==> config.mk <==
export PLATFORM = sky130hd
export DESIGN_NAME = uart_tx_buffered
export DESIGN_NICKNAME = d
export VERILOG_FILES = /design/src/rtl/uart_tx_buffered.sv
export SDC_FILE = /design/constraint.sdc
export NUM_CORES = 1
export LEC_CHECK = 0
export ABC_AREA = 1
export ABC_CLOCK_PERIOD_IN_PS = 9000
export BUFFER_PORTS_ARGS = -buffer_cell sky130_fd_sc_hd__buf_2
export CORE_UTILIZATION = 43
export DETAILED_ROUTE_END_ITERATION = 16
export PLACE_DENSITY = 0.63
export SYNTH_ARGS = -nofsm -noshare
export SYNTH_HDL_FRONTEND = slang
export SYNTH_SLANG_ARGS = --single-unit
==> constraint.sdc <==
create_clock -name clk_i -period 9 [get_ports clk_i]
set_clock_uncertainty 0.1 [all_clocks]
set_input_delay 0.9 -clock clk_i [delete_from_list [all_inputs] [get_ports clk_i]]
set_output_delay 0.9 -clock clk_i [all_outputs]
set_load 0.01 [all_outputs]
==> src/rtl/uart_tx_buffered.sv <==
`default_nettype none
// ============================================================================
//  Module      : uart_tx_buffered
//  Description : Buffered UART transmitter. A byte FIFO feeds a serialiser
//                with a programmable baud divider, 5..8 data bits, optional
//                even parity and one or two stop bits.
//                Optional macro UART_TX_CTS_EN adds an active-low
//                clear-to-send input (cts_ni) that gates the start of frames.
//  Revision    : 1.0 - initial release
// ============================================================================
module uart_tx_buffered #(
   parameter int FIFO_DEPTH = 16,
   parameter int FIFO_AW    = $clog2(FIFO_DEPTH)
) (
   input  logic               clk_i,
   input  logic               rstn_i,
`ifdef UART_TX_CTS_EN
   input  logic               cts_ni,
`endif
   output logic               tx_o,
   output logic               busy_o,
   input  logic [15:0]        cfg_div_i,
   input  logic               cfg_en_i,
   input  logic               cfg_parity_en_i,
   input  logic [1:0]         cfg_bits_i,
   input  logic               cfg_stop_bits_i,
   input  logic [7:0]         tx_data_i,
   input  logic               tx_valid_i,
   output logic               tx_ready_o,
   output logic [FIFO_AW:0]   fifo_level_o,
   output logic               tx_done_o
);

   localparam logic [FIFO_AW:0]   LVL_FULL = (FIFO_AW+1)'(FIFO_DEPTH);
   localparam logic [FIFO_AW:0]   LVL_ONE  = (FIFO_AW+1)'(1);
   localparam logic [FIFO_AW-1:0] PTR_ONE  = FIFO_AW'(1);

   typedef enum logic [2:0] {
      S_IDLE   = 3'd0,
      S_START  = 3'd1,
      S_DATA   = 3'd2,
      S_PARITY = 3'd3,
      S_STOP   = 3'd4
   } state_e;

   // ---------------- FIFO ----------------
   logic [7:0]         mem_q [FIFO_DEPTH];
   logic [FIFO_AW-1:0] wr_ptr_q, rd_ptr_q;
   logic [FIFO_AW:0]   level_q, level_d;
   logic               push, pop;

   // ---------------- serialiser ----------------
   state_e      state_q, state_d;
   logic [15:0] cnt_q, cnt_d, div_q, div_d, div_eff;
   logic [7:0]  shift_q, shift_d;
   logic [2:0]  bitcnt_q, bitcnt_d;
   logic [1:0]  bits_q, bits_d;
   logic        par_en_q, par_en_d, stop2_q, stop2_d, stopcnt_q, stopcnt_d;
   logic        par_q, par_d, tx_q, tx_d, done_pre_q, done_pre_d, done_q;
   logic        bit_end, can_start, load, cts_ok;

`ifdef UART_TX_CTS_EN
   logic cts_meta_q, cts_sync_q;

   // Two-flop synchroniser for the asynchronous clear-to-send input
   always_ff @(posedge clk_i or negedge rstn_i) begin
      if (!rstn_i) begin
         cts_meta_q <= 1'b1;
         cts_sync_q <= 1'b1;
      end else begin
         cts_meta_q <= cts_ni;
         cts_sync_q <= cts_meta_q;
      end
   end
   assign cts_ok = ~cts_sync_q;
`else
   assign cts_ok = 1'b1;
`endif

   assign push         = tx_valid_i && tx_ready_o;
   assign tx_ready_o   = (level_q != LVL_FULL);
   assign fifo_level_o = level_q;
   assign div_eff      = (cfg_div_i == 16'd0) ? 16'd1 : cfg_div_i;
   assign bit_end      = (cnt_q == div_q - 16'd1);
   assign can_start    = cfg_en_i && (level_q != '0) && cts_ok;

   // FIFO storage; contents need no reset since the level qualifies them
   always_ff @(posedge clk_i) begin
      if (push) mem_q[wr_ptr_q] <= tx_data_i;
   end

   // Occupancy: simultaneous push and pop leaves the level unchanged
   always_comb begin
      level_d = level_q;
      if (push && !pop)      level_d = level_q + LVL_ONE;
      else if (!push && pop) level_d = level_q - LVL_ONE;
   end

   // FIFO pointers and level
   always_ff @(posedge clk_i or negedge rstn_i) begin
      if (!rstn_i) begin
         wr_ptr_q <= '0;
         rd_ptr_q <= '0;
         level_q  <= '0;
      end else begin
         if (push) wr_ptr_q <= wr_ptr_q + PTR_ONE;
         if (pop)  rd_ptr_q <= rd_ptr_q + PTR_ONE;
         level_q <= level_d;
      end
   end

   // Frame sequencing; tx_d is the line level for the bit the FSM is in,
   // so the line trails the state register by one clock throughout
   always_comb begin
      state_d    = state_q;
      cnt_d      = cnt_q + 16'd1;
      div_d      = div_q;
      shift_d    = shift_q;
      bitcnt_d   = bitcnt_q;
      bits_d     = bits_q;
      par_en_d   = par_en_q;
      stop2_d    = stop2_q;
      stopcnt_d  = stopcnt_q;
      par_d      = par_q;
      tx_d       = 1'b1;
      done_pre_d = 1'b0;
      load       = 1'b0;
      pop        = 1'b0;
      case (state_q)
         S_IDLE: begin
            cnt_d = 16'd0;
            if (can_start) load = 1'b1;
         end
         S_START: begin
            tx_d = 1'b0;
            if (bit_end) begin
               cnt_d    = 16'd0;
               bitcnt_d = 3'd0;
               state_d  = S_DATA;
            end
         end
         S_DATA: begin
            tx_d = shift_q[0];
            if (bit_end) begin
               cnt_d    = 16'd0;
               shift_d  = shift_q >> 1;
               par_d    = par_q ^ shift_q[0];
               bitcnt_d = bitcnt_q + 3'd1;
               if (bitcnt_q == {1'b1, bits_q}) begin
                  stopcnt_d = 1'b0;
                  state_d   = par_en_q ? S_PARITY : S_STOP;
               end
            end
         end
         S_PARITY: begin
            tx_d = par_q;
            if (bit_end) begin
               cnt_d     = 16'd0;
               stopcnt_d = 1'b0;
               state_d   = S_STOP;
            end
         end
         S_STOP: begin
            if (bit_end) begin
               cnt_d = 16'd0;
               if (stopcnt_q == stop2_q) begin
                  done_pre_d = 1'b1;
                  state_d    = S_IDLE;
                  if (can_start) load = 1'b1;
               end else begin
                  stopcnt_d = 1'b1;
               end
            end
         end
         default: state_d = S_IDLE;
      endcase
      // Pop the head byte and freeze the configuration for the new frame
      if (load) begin
         pop      = 1'b1;
         state_d  = S_START;
         cnt_d    = 16'd0;
         shift_d  = mem_q[rd_ptr_q];
         bits_d   = cfg_bits_i;
         par_en_d = cfg_parity_en_i;
         stop2_d  = cfg_stop_bits_i;
         div_d    = div_eff;
         par_d    = 1'b0;
      end
      // Disable mid-frame drops the current byte and idles the line
      if (!cfg_en_i && state_q != S_IDLE) begin
         state_d    = S_IDLE;
         tx_d       = 1'b1;
         done_pre_d = 1'b0;
         cnt_d      = 16'd0;
      end
   end

   // Serialiser state and output registers
   always_ff @(posedge clk_i or negedge rstn_i) begin
      if (!rstn_i) begin
         state_q    <= S_IDLE;
         cnt_q      <= 16'd0;
         div_q      <= 16'd1;
         shift_q    <= 8'd0;
         bitcnt_q   <= 3'd0;
         bits_q     <= 2'd0;
         par_en_q   <= 1'b0;
         stop2_q    <= 1'b0;
         stopcnt_q  <= 1'b0;
         par_q      <= 1'b0;
         tx_q       <= 1'b1;
         done_pre_q <= 1'b0;
         done_q     <= 1'b0;
      end else begin
         state_q    <= state_d;
         cnt_q      <= cnt_d;
         div_q      <= div_d;
         shift_q    <= shift_d;
         bitcnt_q   <= bitcnt_d;
         bits_q     <= bits_d;
         par_en_q   <= par_en_d;
         stop2_q    <= stop2_d;
         stopcnt_q  <= stopcnt_d;
         par_q      <= par_d;
         tx_q       <= tx_d;
         done_pre_q <= done_pre_d;
         done_q     <= done_pre_q;
      end
   end

   assign tx_o      = tx_q;
   assign tx_done_o = done_q;
   // done_pre_q covers the final stop-bit clock still on the line
   assign busy_o    = (state_q != S_IDLE) || (level_q != '0) || done_pre_q;

endmodule
`default_nettype wire

==> flow_metrics.tcl <==
set metrics [dict create \
    status "completed" \
    drtIter0Drc 425 \
    final_hold_viol_count 0 \
    yosysTopAreaCellShare_pct 42.6 \
    vdd_drop_max_v 0.000184 \
    synth_nets 954 \
    p_int_mw 1.88 \
    nets 987 \
    timing.rr.start "div_q[0]$_DFFE_PN1P_" \
    worst_path_max_delay_cell "dfstp_2" \
    core_sq_um 20400 \
    grt_pass1_wl_um 33600 \
    synth.top_cells.by_count "217 x nand2_1, 128 x edfxtp_1, 123 x nor2_1" \
    cts-buffers-inserted 17 \
    worst_ep_required_time_ps 9220 \
    die_h_um 147 \
    syn_area_sq_um 9030 \
    synth_most_common_cell "nand2_1" \
    synth_cell_types 40 \
    synth-seq-area-share_pct 61.4 \
    via_count 6508 \
    postCtsResizedCells 0 \
    syn_to_final_growth_pct 11.8 \
    max-slew-margin-rel_pct 40.9 \
    path_cells "inv_1 > ha_1 > nand2_1 > inv_1 > nor2_1 > o21ai_0 > inv_1 > nand4_1 > nor3_1 > nand4_1 > nand2_2 > inv_2 > ha_1 > inv_1 > ha_1 > a21oi_1 > nor2_1 > nor2_1 > nand2_1 > nand2_1 > nor2_1 > xor2_1" \
    overflow 0 \
    fin_setup_tns_ps 0 \
    drt-pass1-iter-count 5 \
    clock_path_buffers 2 \
    antenna_found_initial 1 \
    worstSetupPathType "flip-flop to flip-flop" \
    cts_root_buf "clkbuf_16" \
    synth_area_leaders "edfxtp_1 43%, dfrtp_1 18%, nand2_1 9.0%" \
    finalSetupViolCount 0 \
    regToRegSetupSlack_ps 4580 \
    maxCapViolations 0 \
    hold_depth 0 \
    rsz0062_at_grt "no" \
    gp_congestion 0.914 \
    hold_buffers 0 \
    cts.clk_slew.worst_paths_ps 80 \
    chipWidth_um 147 \
    period_minus_slack_ps 4420 \
    holdCritPathClass "flip-flop to flip-flop" \
    ys_ff_latch 196 \
    worst-r2r-cell-count 22 \
    drc 0 \
    fin_crit_sh_pct 49.1 \
    start_kind "flip-flop" \
    power_density_nw_per_um2 321 \
    antenna_cells 0 \
    async_flop_share_pct 34.7 \
    dp_hpwl_um 13700 \
    start_util_pct 44.2 \
    avgSynthCellArea_sq_um 9.93 \
    p_switching_mw 1.36 \
    fmax_mhz 226 \
    hold_path_end "tx_done_o$_DFF_PN0_" \
    fin_total_pwr_mw 3.24 \
    pwr-share-comb_pct 35.6 \
    pwr-share-seq_pct 38.8 \
    dieArea_sq_um 21600 \
    cts.sinks 196 \
    synth_cells 909 \
    pre_cts_ws_ps 4610 \
    wl_per_cell_um 17.1 \
    portBuffers 40 \
    tightestPinTransition_ps 886 \
    insertion_delay_ps 440 \
    drive_above_1_share_pct 9.95 \
    maxSlewViolCount 0 \
    ys.flop_type "edfxtp_1" \
    swShare_pct 42.0 \
    setup_slack_ps 4580 \
    synth-edff-count 128 \
    yosysTopAreaCell "edfxtp_1" \
    cp-end-kind "flip-flop" \
    drt_wl_total_um 21000 \
    pwr-share-clk_pct 25.6 \
    vias_per_cell 5.31 \
    num_rows 52 \
    htreeDepth 4 \
    cts_setup_buffers 0 \
    power.leakage_nw 4.11 \
    cp_data_arrival_time_ps 4630 \
    critPathMaxFanout 40 \
    r2r-end "fifo_level_o[4]$_DFFE_PN0P_" \
    pin_count 41 \
    cts_tree "done" \
    hold_start "done_pre_q$_DFF_PN0_" \
    ant_nets 0 \
    grt_pass1_vias 6304 \
    grt_max_degree 69 \
    grt_util_all_layers_pct 20.5 \
    worst_path_largest_cell_delay_ps 550 \
    yosysWarningCount 0 \
]
-- flip-flops by register name, indices dropped and copies added (netlist names), 2 cells and up --
signal and flops:
wr_ptr_q 4, state_q 3, cnt_q 16, bitcnt_q 3, shift_q 8, div_q 16
fifo_level_o 5, mem_q 128, bits_q 2, rd_ptr_q 4
-- layer usage --
metal | share of wire [%] | up-vias | global-route usage [%]
met1 | 45 | 3095 | 28.0
met2 | 46 | 224 | 32.4
met3 | 7.0 | 32 | 3.91
met4 | 2.2 | 2 | 7.63
met5 | 0.043 | - | 0
li1 | - | 3155 | -
-- cell usage in the layout (no fill, tap or decap), drive strengths merged, types with 2 or more instances in the layout --
master	count
nand2	222
o21ai	65
ha	12
nor3	10
dfstp	2
a221oi	10
a21oi	31
buf	43
edfxtp	128
dfrtp	66
a31oi	2
nand3	54
nand3b	3
nor4	5
xnor2	12
nor2	128
o22ai	11
nand4	11
o221ai	5
inv	79
xor2	25
clkbuf	17
clkinv	6
o211ai	2
-- metrics by stage --
| stage | util, % | cells | hold slack [ps] | area (sq um) |
|---|---|---|---|---|
| global placement | 46.2 | 1193 | 260 | 9440 |
| CTS | 49.4 | 1225 | 304 | 10100 |
| detailed placement | 46.2 | 1193 | 286 | 9440 |
| finish | 49.4 | 1225 | 289 | 10100 |
| global route | 49.4 | 1225 | 324 | 10100 |
| floorplan | - | 909 | 254 | 9030 |
-- worst max-delay path by stage --
stage / end / from / cells after the start
global route: fifo_level_o[4]$_DFFE_PN0P_ / div_q[0]$_DFFE_PN1P_ / 22
floorplan: fifo_level_o[4]$_DFFE_PN0P_ / div_q[0]$_DFFE_PN1P_ / 24
detailed placement: fifo_level_o[4]$_DFFE_PN0P_ / div_q[0]$_DFFE_PN1P_ / 22
global placement: fifo_level_o[4]$_DFFE_PN0P_ / div_q[0]$_DFFE_PN1P_ / 22
finish: fifo_level_o[4]$_DFFE_PN0P_ / div_q[0]$_DFFE_PN1P_ / 22
CTS: fifo_level_o[4]$_DFFE_PN0P_ / div_q[0]$_DFFE_PN1P_ / 22
-- critical path: cells and delay by family, from the launching register on --
| family | cells | cell delay (ps) |
|---|---|---|
| AOI/OAI and AO/OA | 2 | 240 |
| xor gates and xnor gates | 1 | 130 |
| adders and majority gates | 3 | 940 |
| buffers and inverters | 5 | 750 |
| DFF | 1 | 550 |
| and+or+nand+nor | 11 | 1570 |
-- kinds of logic after synthesis --
group | count (synthesis) | synth area share [%]
compound gates | 131 | 8.38
xor+xnor | 37 | 3.59
fa+ha+maj | 13 | 1.88
buf+inv | 99 | 4.60
flops | 196 | 61.4
simple gates | 433 | 20.1
-- power by group through the flow --
stage	clock (mW)	sequential, mW	combinational (mW)
global route	0.872	1.28	1.31
global placement	0	1.28	1.13
floorplan	0	1.24	0.845
CTS	0.842	1.26	1.15
detailed placement	0	1.28	1.15
finish	0.828	1.26	1.15
-- layout make-up --
type	count	area, sq um
clock buffer	17	425
multi-input combinational	614	3070
fill	1886	10300
sequential	196	5550
clock inverter	15	229
timing repair buffer	43	225
inverter	70	263
tap	270	338
(Power assumes the default switching activity.)
